<file path="src/rtl/instruction_fetch_wb.sv">
// Wishbone B4 classic instruction fetch initiator with a valid/ready packet interface to decode.
// Optional bus timeout is enabled by defining FETCH_TIMEOUT_EN.
module instruction_fetch_wb #(
  parameter int unsigned            ADDR_WIDTH     = 32,
  parameter int unsigned            DATA_WIDTH     = 32,
  parameter logic [ADDR_WIDTH-1:0]  RESET_PC       = '0,
  parameter int unsigned            TIMEOUT_CYCLES = 16
) (
  input  logic                      clk_i,
  input  logic                      rst_ni,
  output logic                      cyc_o,
  output logic                      stb_o,
  output logic                      we_o,
  output logic [ADDR_WIDTH-1:0]     adr_o,
  output logic [DATA_WIDTH-1:0]     dat_o,
  output logic [DATA_WIDTH/8-1:0]   sel_o,
  input  logic                      ack_i,
  input  logic [DATA_WIDTH-1:0]     dat_i,
  input  logic                      err_i,
  output logic                      instr_valid_o,
  input  logic                      instr_ready_i,
  output logic [DATA_WIDTH-1:0]     instr_o,
  output logic [ADDR_WIDTH-1:0]     instr_pc_o,
  output logic                      instr_fault_o,
  input  logic                      redirect_valid_i,
  input  logic [ADDR_WIDTH-1:0]     redirect_pc_i
);

  typedef enum logic [2:0] {StIdle, StReq, StHold, StFault, StDiscard} state_e;

  state_e                  state_q, state_d;
  logic [ADDR_WIDTH-1:0]   pc_q, pc_d;
  logic [ADDR_WIDTH-1:0]   adr_q, adr_d;
  logic [DATA_WIDTH-1:0]   instr_q, instr_d;
  logic [ADDR_WIDTH-1:0]   ipc_q, ipc_d;
  logic                    fault_q, fault_d;

  logic bus_active;
  logic tmo_hit;
  logic bus_ack;
  logic bus_err;
  logic bus_resp;

  assign bus_active = (state_q == StReq) || (state_q == StDiscard);
  // A timeout behaves like a bus error; err_i wins over ack_i.
  assign bus_err    = bus_active && (err_i || tmo_hit);
  assign bus_ack    = bus_active && ack_i && !bus_err;
  assign bus_resp   = bus_ack || bus_err;

`ifdef FETCH_TIMEOUT_EN
  logic [7:0] tmo_q, tmo_d;

  assign tmo_hit = bus_active && !ack_i && !err_i && (tmo_q == 8'(TIMEOUT_CYCLES - 1));

  // Wait counter: restarts on every new bus phase, counts stalled cycles otherwise.
  always_comb begin
    tmo_d = tmo_q;
    if (!bus_active || bus_resp || (state_d != state_q)) begin
      tmo_d = '0;
    end else begin
      tmo_d = tmo_q + 8'd1;
    end
  end

  // Wait counter register.
  always_ff @(posedge clk_i) begin
    if (!rst_ni) begin
      tmo_q <= '0;
    end else begin
      tmo_q <= tmo_d;
    end
  end
`else
  // No timeout: wait for the slave indefinitely. TIMEOUT_CYCLES has no effect here.
  assign tmo_hit = (TIMEOUT_CYCLES == 0) & 1'b0;
`endif

  // Next-state, PC and packet capture; a redirect overrides every other event.
  always_comb begin
    state_d = state_q;
    pc_d    = pc_q;
    instr_d = instr_q;
    ipc_d   = ipc_q;
    fault_d = fault_q;

    unique case (state_q)
      StIdle: state_d = StReq;
      StReq: begin
        if (bus_err) begin
          instr_d = '0;
          ipc_d   = pc_q;
          fault_d = 1'b1;
          state_d = StHold;
        end else if (bus_ack) begin
          instr_d = dat_i;
          ipc_d   = pc_q;
          fault_d = 1'b0;
          pc_d    = pc_q + ADDR_WIDTH'(4);
          state_d = StHold;
        end
      end
      StHold: begin
        if (instr_ready_i) state_d = fault_q ? StFault : StReq;
      end
      StFault: state_d = StFault;
      StDiscard: begin
        if (bus_resp) state_d = StReq;
      end
      default: state_d = StIdle;
    endcase

    if (redirect_valid_i) begin
      pc_d    = {redirect_pc_i[ADDR_WIDTH-1:2], 2'b00};
      instr_d = instr_q;
      ipc_d   = ipc_q;
      fault_d = 1'b0;
      unique case (state_q)
        StReq, StDiscard: state_d = bus_resp ? StReq : StDiscard;
        default:          state_d = StReq;
      endcase
    end

    // Bus address only moves when a fresh request phase begins, so DISCARD keeps the stale one.
    adr_d = (state_d == StReq) ? pc_d : adr_q;
  end

  // State and datapath registers.
  always_ff @(posedge clk_i) begin
    if (!rst_ni) begin
      state_q <= StIdle;
      pc_q    <= RESET_PC;
      adr_q   <= RESET_PC;
      instr_q <= '0;
      ipc_q   <= '0;
      fault_q <= 1'b0;
    end else begin
      state_q <= state_d;
      pc_q    <= pc_d;
      adr_q   <= adr_d;
      instr_q <= instr_d;
      ipc_q   <= ipc_d;
      fault_q <= fault_d;
    end
  end

  assign cyc_o         = bus_active;
  assign stb_o         = bus_active;
  assign we_o          = 1'b0;
  assign adr_o         = adr_q;
  assign dat_o         = '0;
  assign sel_o         = '1;
  assign instr_valid_o = (state_q == StHold);
  assign instr_o       = instr_q;
  assign instr_pc_o    = ipc_q;
  assign instr_fault_o = fault_q;

endmodule

</file>
<file path="config.mk">
export PLATFORM = sky130hd
export DESIGN_NAME = instruction_fetch_wb
export DESIGN_NICKNAME = d
export VERILOG_FILES = /design/src/rtl/instruction_fetch_wb.sv
export SDC_FILE = /design/constraint.sdc
export NUM_CORES = 1
export LEC_CHECK = 0
export CAP_MARGIN = 20
export CORE_ASPECT_RATIO = 1.4
export CORE_MARGIN = 5
export CORE_UTILIZATION = 35
export DETAILED_ROUTE_END_ITERATION = 8
export MAX_ROUTING_LAYER = met4
export PLACE_DENSITY_LB_ADDON = 0.3
export SETUP_SLACK_MARGIN = 0.5
export SYNTH_ARGS = -nofsm -noshare
export SYNTH_HDL_FRONTEND = slang
export SYNTH_SLANG_ARGS = --single-unit
</file>
<file path="constraint.sdc">
create_clock -name clk_i -period 2.3 [get_ports clk_i]
set_clock_uncertainty 0.15 [all_clocks]
set_input_delay 0.46 -clock clk_i [delete_from_list [all_inputs] [get_ports clk_i]]
set_output_delay 0.46 -clock clk_i [all_outputs]
set_load 0.02 [all_outputs]
</file>
==> impl_metrics.xml, run 1 <==
<?xml version="1.0" encoding="UTF-8"?>
<metrics>
  <group name="cts">
    <metric name="clk_pin_slew" unit="ns">0.06</metric>
    <metric name="cts_buffers" unit="">17</metric>
    <metric name="cts.sinks" unit="">132</metric>
    <metric name="clock_insertion_delay_worst_skew" unit="ns">0.42</metric>
    <metric name="clockBufferDepth" unit="">2</metric>
    <metric name="cts_hold_repair.buffers" unit="">0</metric>
    <metric name="cts_tree" unit="">yes</metric>
    <metric name="clockRootBuffer" unit="">sky130_fd_sc_hd__clkbuf_16</metric>
    <metric name="cts.htree.levels" unit="">4</metric>
  </group>
  <group name="global_route">
    <metric name="grt_pass1_vias" unit="">5281</metric>
    <metric name="track_usage" unit="">0.194</metric>
    <metric name="largest_net_degree_at_the_start_of_global_routing" unit="">71</metric>
    <metric name="antenna_found_initial" unit="">0</metric>
    <metric name="global_route.overflow_total" unit="">0</metric>
    <metric name="global_route_wire_length_before_repair" unit="um">27900</metric>
  </group>
  <group name="drt">
    <metric name="viasPerCell" unit="">5.09</metric>
    <metric name="drcViolationCount" unit="">0</metric>
    <metric name="first_pass_iters" unit="">5</metric>
    <metric name="wire_per_inst" unit="um">17.8</metric>
    <metric name="totalWireLength" unit="um">20000</metric>
    <metric name="antenna_left" unit="">0</metric>
    <metric name="routed-via-count" unit="">5719</metric>
    <metric name="dr.first_iter.drc_count" unit="">380</metric>
  </group>
  <group name="power_and_ir_drop">
    <metric name="total_leakage_power" unit="nW">4.79</metric>
    <metric name="irDropWorstVdd" unit="V">0.000453</metric>
    <metric name="seq_power_share" unit="">0.390</metric>
    <metric name="power" unit="mW">6.45</metric>
    <metric name="pwr-share-clk" unit="">0.424</metric>
    <metric name="pd_cells" unit="nW/um2">669</metric>
    <metric name="power.internal" unit="mW">4.63</metric>
    <metric name="share_comb_of_total_power" unit="">0.186</metric>
    <metric name="switching_power" unit="mW">1.83</metric>
    <metric name="netSwitchingFraction" unit="">0.283</metric>
  </group>
  <group name="place">
    <metric name="port_buffers" unit="">167</metric>
    <metric name="hpwlAfterDp" unit="um">12600</metric>
    <metric name="place_inst" unit="">1036</metric>
    <metric name="globalplace.congestion" unit="">0.883</metric>
  </group>
  <group name="logic_synthesis">
    <metric name="yosys_most_used_dff" unit="">sky130_fd_sc_hd__dfxtp_1</metric>
    <metric name="postSynthCellCount" unit="">661</metric>
    <metric name="synth-seq-cells" unit="">132</metric>
    <metric name="seq_area_frac_synth" unit="">0.469</metric>
    <metric name="synth_area_per_cell" unit="um2">8.53</metric>
    <metric name="yosysWarningCount" unit="">0</metric>
    <metric name="synth-edff-count" unit="">0</metric>
    <metric name="synth-async-reset-ratio" unit="">0</metric>
    <metric name="yosys.cell_types.count" unit="">57</metric>
    <metric name="synth.cell_area" unit="um2">5640</metric>
  </group>
  <group name="min_path">
    <metric name="worst_hold_path_class" unit="">flop to flop</metric>
    <metric name="hp-start" unit="">instr_pc_o[12]</metric>
  </group>
  <group name="die">
    <metric name="floorplan.die_area" unit="um2">18800</metric>
    <metric name="fp-row-count" unit="">55</metric>
    <metric name="core_area" unit="um2">16000</metric>
    <metric name="die_width" unit="um">117</metric>
    <metric name="fp.dieH" unit="um">160</metric>
    <metric name="pin_count" unit="">207</metric>
    <metric name="initial_core_util" unit="">0.352</metric>
  </group>
  <group name="sta">
    <metric name="highest_attainable_clock_frequency" unit="GHz">0.461</metric>
    <metric name="setup_repair_after_global_routing_missed_its_margin" unit="">yes</metric>
    <metric name="timing.final.crit_share" unit="">0.944</metric>
    <metric name="timing_max_transition_violations_final" unit="">0</metric>
    <metric name="layout_min_cycle_time" unit="ns">2.17</metric>
    <metric name="setup_viol" unit="">0</metric>
    <metric name="hold_violations_final" unit="">0</metric>
  </group>
  <group name="status">
    <metric name="outcome" unit="">completed</metric>
  </group>
  <group name="finish">
    <metric name="drive_above_1_share" unit="">0.284</metric>
    <metric name="antenna-diode-count" unit="">0</metric>
    <metric name="post_layout_net_count" unit="">982</metric>
    <metric name="post_layout_nonfiller_instances" unit="">1123</metric>
    <metric name="layout-area-overhead-vs-synth" unit="%">71.2</metric>
  </group>
  <group name="setup_path">
    <metric name="crit_arrival" unit="ns">2.33</metric>
    <metric name="path_class" unit="">flop to flop</metric>
    <metric name="cp-start-kind" unit="">flop</metric>
    <metric name="cp.required" unit="ns">2.46</metric>
    <metric name="worst-path-max-fanout" unit="">3</metric>
    <metric name="critPathLaunch" unit="">state_q[2]</metric>
    <metric name="cp-end-kind" unit="">flop</metric>
    <metric name="r2r-start" unit="">state_q[2]</metric>
  </group>
  <group name="job">
    <metric name="number_of_max_capacitance_violations_reported" unit="">0</metric>
  </group>
</metrics>
==> metal layers <==
metal | GRT usage | wire, um
met2 | 0.325 | 10500
met5 | - | 0
met4 | 0.0683 | 561
met1 | 0.231 | 7740
met3 | 0.0318 | 1220
==> final cells by class <==
cell class	count	area (um2)
clock buffers	18	439
multi-input cells	474	3180
well taps	199	249
flip-flops and latches	132	2650
fillers	1359	6390
inverters	7	26.3
clock inverters	14	153
repair buffers	279	2950
==> per-stage QoR <==
stage                     area (um2)  hold WS (ns)  utilization  worst slack, ns  TNS, ns
after floorplan                 5880         0.277            -            0.270        0
after global placement          7750         0.292        0.483           -0.286   -16.96
after detailed placement        7750         0.296        0.483           -0.272   -16.49
after CTS                       8650         0.303        0.540            0.117        0
after global routing            9650         0.325        0.602           0.0615        0
final                           9650         0.301        0.602            0.129        0
==> final timing paths <==
| check | endpoint | slack (ns) | cells after the start |
|---|---|---|---|
| setup / recovery | adr_o[13] | 0.13 | 9 |
| hold / removal | instr_pc_o[12] | 0.30 | 2 |
| setup reg to reg | adr_o[13] | 0.13 | 9 |
| hold reg to reg | instr_pc_o[12] | 0.30 | 2 |
==> layout by cell type, fill, tap and decap left out, types with 5 or more instances in the layout <==
master                            count
sky130_fd_sc_hd__a21o_1               5
sky130_fd_sc_hd__a22o_1               6
sky130_fd_sc_hd__clkdlybuf4s50_1     64
sky130_fd_sc_hd__nand2_1             70
sky130_fd_sc_hd__xnor2_2              5
sky130_fd_sc_hd__nand3_1             16
sky130_fd_sc_hd__a22oi_2             15
sky130_fd_sc_hd__nand3_2              5
sky130_fd_sc_hd__o22a_1               7
sky130_fd_sc_hd__o21ai_1              7
sky130_fd_sc_hd__a21oi_1             35
sky130_fd_sc_hd__buf_4               55
sky130_fd_sc_hd__dlymetal6s2s_1      47
sky130_fd_sc_hd__conb_1              37
sky130_fd_sc_hd__nor2_1              65
sky130_fd_sc_hd__dlygate4sd2_1       53
sky130_fd_sc_hd__nand2b_1             5
sky130_fd_sc_hd__o21ai_0             15
sky130_fd_sc_hd__xnor2_1              9
sky130_fd_sc_hd__nand4_1             12
sky130_fd_sc_hd__and2_1               5
sky130_fd_sc_hd__nand2_2             16
sky130_fd_sc_hd__buf_6               36
sky130_fd_sc_hd__mux2i_1              6
sky130_fd_sc_hd__clkbuf_16           23
sky130_fd_sc_hd__dfxtp_2              5
sky130_fd_sc_hd__and3_1              15
sky130_fd_sc_hd__nor2_4               9
sky130_fd_sc_hd__a22oi_1             19
sky130_fd_sc_hd__a21oi_2             11
sky130_fd_sc_hd__inv_1                6
sky130_fd_sc_hd__dfxtp_1            126
sky130_fd_sc_hd__buf_12               8
==> sequential cells by signal (all words and copies together), names as in the netlist <==
signal / count
state_q: 3
instr_fault_o: 1
adr_o: 32
pc_q: 32
instr_pc_o: 32
instr_o: 32
==> power by group through the flow <==
stage	Clock (mW)	Sequential, mW	Combinational [mW]
2_1_floorplan	0	2.66	0.451
3_3_place_gp	0	2.55	0.991
3_5_place_dp	0	2.56	0.993
4_1_cts	2.78	2.51	1.03
5_1_grt	2.87	2.53	1.28
6_report	2.74	2.51	1.20
==> worst max-delay path: stages (launching register included) <==
cell                      delay [ns]
sky130_fd_sc_hd__dfxtp_4        0.35
sky130_fd_sc_hd__buf_6          0.11
sky130_fd_sc_hd__buf_6          0.11
sky130_fd_sc_hd__buf_12         0.12
sky130_fd_sc_hd__nor3b_4        0.24
sky130_fd_sc_hd__buf_6          0.15
sky130_fd_sc_hd__nand3_4        0.08
sky130_fd_sc_hd__or2_4          0.27
sky130_fd_sc_hd__a311o_1        0.31
sky130_fd_sc_hd__o22a_1         0.17
==> synth_stat cells, types with 6 or more instances <==
cell type                  number  area share
sky130_fd_sc_hd__a22oi_1       34       0.045
sky130_fd_sc_hd__buf_4         38       0.051
sky130_fd_sc_hd__a21oi_1       47       0.042
sky130_fd_sc_hd__nor2_1        74       0.049
sky130_fd_sc_hd__nand4_1       12       0.013
sky130_fd_sc_hd__o21ai_0       25       0.022
sky130_fd_sc_hd__nand3_1       23       0.020
sky130_fd_sc_hd__nor4_1         6      0.0067
sky130_fd_sc_hd__nand2_1       90       0.060
sky130_fd_sc_hd__dfxtp_1      132        0.47
sky130_fd_sc_hd__inv_1          6      0.0040
sky130_fd_sc_hd__a22o_1         6      0.0093
sky130_fd_sc_hd__o22a_1         7       0.011
sky130_fd_sc_hd__mux2i_1        6       0.011
sky130_fd_sc_hd__clkbuf_1      31       0.021
sky130_fd_sc_hd__xnor2_1       15       0.023
sky130_fd_sc_hd__buf_2         10      0.0089
sky130_fd_sc_hd__and3_1        17       0.019
==> cell families (layout without fill, tap and decap cells) <==
group,Yosys count,after routing,synth area share
AO/OA/AOI/OAI,145,145,0.167
XOR/XNOR,19,19,0.0295
adder cells (fa/ha/maj),1,1,0.00222
buffers and inverters,90,318,0.0875
flip-flops,132,132,0.469
multiplexers,6,6,0.0107
other,2,37,0.00133
AND/OR/NAND/NOR,266,266,0.233
==> repair_timing <==
| item | CTS | global route |
|---|---|---|
| pin swaps | 30 | 87 |
| cloned | 1 | 14 |
| endpoints found under the setup margin | 225 | 176 |
| resized for setup | 125 | 168 |
| setup buffers | 19 | 21 |
(Power assumes the default switching activity.)
==> run 2, diff against run 1 <==
--- a/config.mk
+++ b/config.mk
@@ -6,7 +6,7 @@
 export NUM_CORES = 1
 export LEC_CHECK = 0
 export CAP_MARGIN = 20
-export CORE_ASPECT_RATIO = 1.4
+export CORE_ASPECT_RATIO = 1.5
 export CORE_MARGIN = 5
 export CORE_UTILIZATION = 35
 export DETAILED_ROUTE_END_ITERATION = 8
==> run 2 against run 1 <==
Net effect: global-route usage increased by 0.31 points; sequential share of layout area increased by 0.81 points; die area about the same; critical path depth decreased by 2; via count decreased by 1.6%; fmax increased by 2.5%; count of clock-buffer cells in the layout increased by 2; register-to-register slack improved by 0.05 ns; critical endpoint is now adr_o[21]; largest cell class unchanged; highest routed layer unchanged.
==> impl_metrics.xml, run 2 (synthesis results as in run 1) <==
<?xml version="1.0" encoding="UTF-8"?>
<metrics>
  <group name="place">
    <metric name="globalplace.congestion" unit="">0.870</metric>
    <metric name="hpwlAfterDp" unit="um">12900</metric>
    <metric name="dpl_cell_area" unit="um2">7830</metric>
    <metric name="port_buffers" unit="">167</metric>
  </group>
  <group name="cts">
    <metric name="clock_insertion_delay_worst_skew" unit="ns">0.42</metric>
    <metric name="cts_tree" unit="">yes</metric>
    <metric name="clk_pin_slew" unit="ns">0.06</metric>
    <metric name="cts_buffers" unit="">17</metric>
    <metric name="cts.sinks" unit="">132</metric>
    <metric name="cts.htree.levels" unit="">4</metric>
    <metric name="clockBufferDepth" unit="">2</metric>
    <metric name="clockRootBuffer" unit="">sky130_fd_sc_hd__clkbuf_16</metric>
  </group>
  <group name="power_and_ir_drop">
    <metric name="seq_power_share" unit="">0.380</metric>
    <metric name="power.internal" unit="mW">4.85</metric>
    <metric name="pwr-share-clk" unit="">0.442</metric>
    <metric name="share_comb_of_total_power" unit="">0.178</metric>
    <metric name="switching_power" unit="mW">1.75</metric>
    <metric name="total_leakage_power" unit="nW">4.17</metric>
    <metric name="pd_cells" unit="nW/um2">704</metric>
    <metric name="irDropWorstVdd" unit="V">0.000431</metric>
    <metric name="netSwitchingFraction" unit="">0.265</metric>
  </group>
  <group name="die">
    <metric name="floorplan.die_area" unit="um2">18800</metric>
    <metric name="fp.dieH" unit="um">165</metric>
    <metric name="initial_core_util" unit="">0.358</metric>
    <metric name="pin_count" unit="">207</metric>
    <metric name="fp-row-count" unit="">56</metric>
    <metric name="die_width" unit="um">114</metric>
    <metric name="core_area" unit="um2">15800</metric>
  </group>
  <group name="setup_path">
    <metric name="path_class" unit="">flop to flop</metric>
    <metric name="cp.required" unit="ns">2.51</metric>
    <metric name="crit_arrival" unit="ns">2.33</metric>
    <metric name="worst-path-max-fanout" unit="">3</metric>
    <metric name="cp-end-kind" unit="">flop</metric>
    <metric name="cp-start-kind" unit="">flop</metric>
  </group>
  <group name="finish">
    <metric name="most_frequent_cells_in_the_layout" unit="">124 x sky130_fd_sc_hd__dfxtp_1, 101 x sky130_fd_sc_hd__dlygate4sd2_1, 86 x sky130_fd_sc_hd__nand2_1</metric>
    <metric name="antenna-diode-count" unit="">0</metric>
    <metric name="drive_above_1_share" unit="">0.266</metric>
    <metric name="fin_area" unit="um2">9380</metric>
    <metric name="post_layout_net_count" unit="">979</metric>
    <metric name="final_common_cell" unit="">sky130_fd_sc_hd__dfxtp_1</metric>
    <metric name="layout-area-overhead-vs-synth" unit="%">66.4</metric>
    <metric name="layout.filler_cells" unit="">1391</metric>
  </group>
  <group name="global_route">
    <metric name="global_route.overflow_total" unit="">0</metric>
    <metric name="global_route_wire_length_before_repair" unit="um">28400</metric>
    <metric name="largest_net_degree_at_the_start_of_global_routing" unit="">51</metric>
    <metric name="antenna_found_initial" unit="">0</metric>
    <metric name="grt_pass1_vias" unit="">5298</metric>
    <metric name="track_usage" unit="">0.197</metric>
  </group>
  <group name="job">
    <metric name="number_of_max_capacitance_violations_reported" unit="">0</metric>
  </group>
  <group name="sta">
    <metric name="hold_violations_final" unit="">0</metric>
    <metric name="setup_total_neg_slack" unit="ns">0</metric>
    <metric name="layout_min_cycle_time" unit="ns">2.12</metric>
    <metric name="timing_max_transition_violations_final" unit="">0</metric>
    <metric name="setup_repair_after_global_routing_missed_its_margin" unit="">yes</metric>
    <metric name="highest_attainable_clock_frequency" unit="GHz">0.472</metric>
    <metric name="timing.final.crit_share" unit="">0.920</metric>
    <metric name="setup_viol" unit="">0</metric>
  </group>
  <group name="drt">
    <metric name="antenna_left" unit="">0</metric>
    <metric name="first_pass_iters" unit="">4</metric>
    <metric name="dr.first_iter.drc_count" unit="">540</metric>
    <metric name="drcViolationCount" unit="">0</metric>
    <metric name="wire_per_inst" unit="um">17.5</metric>
    <metric name="routed-via-count" unit="">5625</metric>
    <metric name="viasPerCell" unit="">5.00</metric>
    <metric name="totalWireLength" unit="um">19700</metric>
  </group>
  <group name="min_path">
    <metric name="worst_hold_path_class" unit="">flop to flop</metric>
  </group>
  <group name="status">
    <metric name="outcome" unit="">completed</metric>
  </group>
</metrics>
[run 2: final timing paths]
kind / cells past startpoint / startpoint / slack (ns) / endpoint
worst min-delay path: 2 / instr_pc_o[11] / 0.30 / instr_pc_o[11]
worst max register to register: 7 / state_q[1] / 0.18 / adr_o[21]
worst max-delay path: 7 / state_q[1] / 0.18 / adr_o[21]
worst min register to register: 2 / instr_pc_o[11] / 0.30 / instr_pc_o[11]
[run 2: critical path: stages, from the launching register on]
cell and delay (ns):
sky130_fd_sc_hd__dfxtp_2 0.32, sky130_fd_sc_hd__or3b_4 0.43, sky130_fd_sc_hd__nor4_4 0.16, sky130_fd_sc_hd__buf_4 0.16, sky130_fd_sc_hd__nand4_1 0.12, sky130_fd_sc_hd__or3_1 0.36
sky130_fd_sc_hd__a31oi_2 0.21, sky130_fd_sc_hd__a22o_1 0.16
[run 2: timing repair]
| item | in CTS | in global routing |
|---|---|---|
| cloned | 4 | 8 |
| endpoints found under the hold margin | 0 | 0 |
| pin swaps | 39 | 24 |
| setup endpoints to repair | 225 | 129 |
| hold buffers | 0 | 0 |
| setup buffers | 20 | 9 |
| resized for setup | 202 | 63 |
[run 2: power groups by stage]
stage                     combinational, mW  sequential (mW)  clock (mW)
after floorplan                       0.451             2.66           0
after global placement                0.999             2.56           0
after detailed placement               1.00             2.56           0
after CTS                              1.06             2.51        2.96
after global routing                   1.25             2.53        3.06
final                                  1.18             2.51        2.92
[run 2: per-layer routing]
metal	vias up	GRT usage	routed length (um)
li1	2742	-	-
met3	32	0.0379	1190
met4	0	0.0744	425
met1	2639	0.232	7730
met5	-	-	0
met2	212	0.332	10300
[run 2: cell type report]
type                            count  area, um2  area share
Clock inverter                     12        178      0.0189
Timing Repair Buffer              276       2710       0.289
Sequential cell                   132       2660       0.283
Multi-Input combinational cell    474       3100       0.330
Tap cell                          203        254      0.0271
Clock buffer                       20        457      0.0487
Inverter                            7       26.3     0.00280
[run 2: metrics by stage]
step	cells	hold WS [ns]	worst slack, ns	power, mW	utilization
floorplan	696	0.277	0.270	3.11	-
global route	1124	0.320	0.0998	6.84	0.595
CTS	1107	0.301	0.133	6.53	0.565
finish	1124	0.301	0.183	6.60	0.595
global placement	1051	0.294	-0.258	3.55	0.496
detailed placement	1051	0.296	-0.269	3.56	0.496
==> run 3, diff against run 2 <==
--- a/config.mk
+++ b/config.mk
@@ -5,7 +5,6 @@
 export SDC_FILE = /design/constraint.sdc
 export NUM_CORES = 1
 export LEC_CHECK = 0
-export CAP_MARGIN = 20
 export CORE_ASPECT_RATIO = 1.5
 export CORE_MARGIN = 5
 export CORE_UTILIZATION = 35
==> results of run 3 <==
The final DEF is identical to that of run 2; final timing and power are the same.
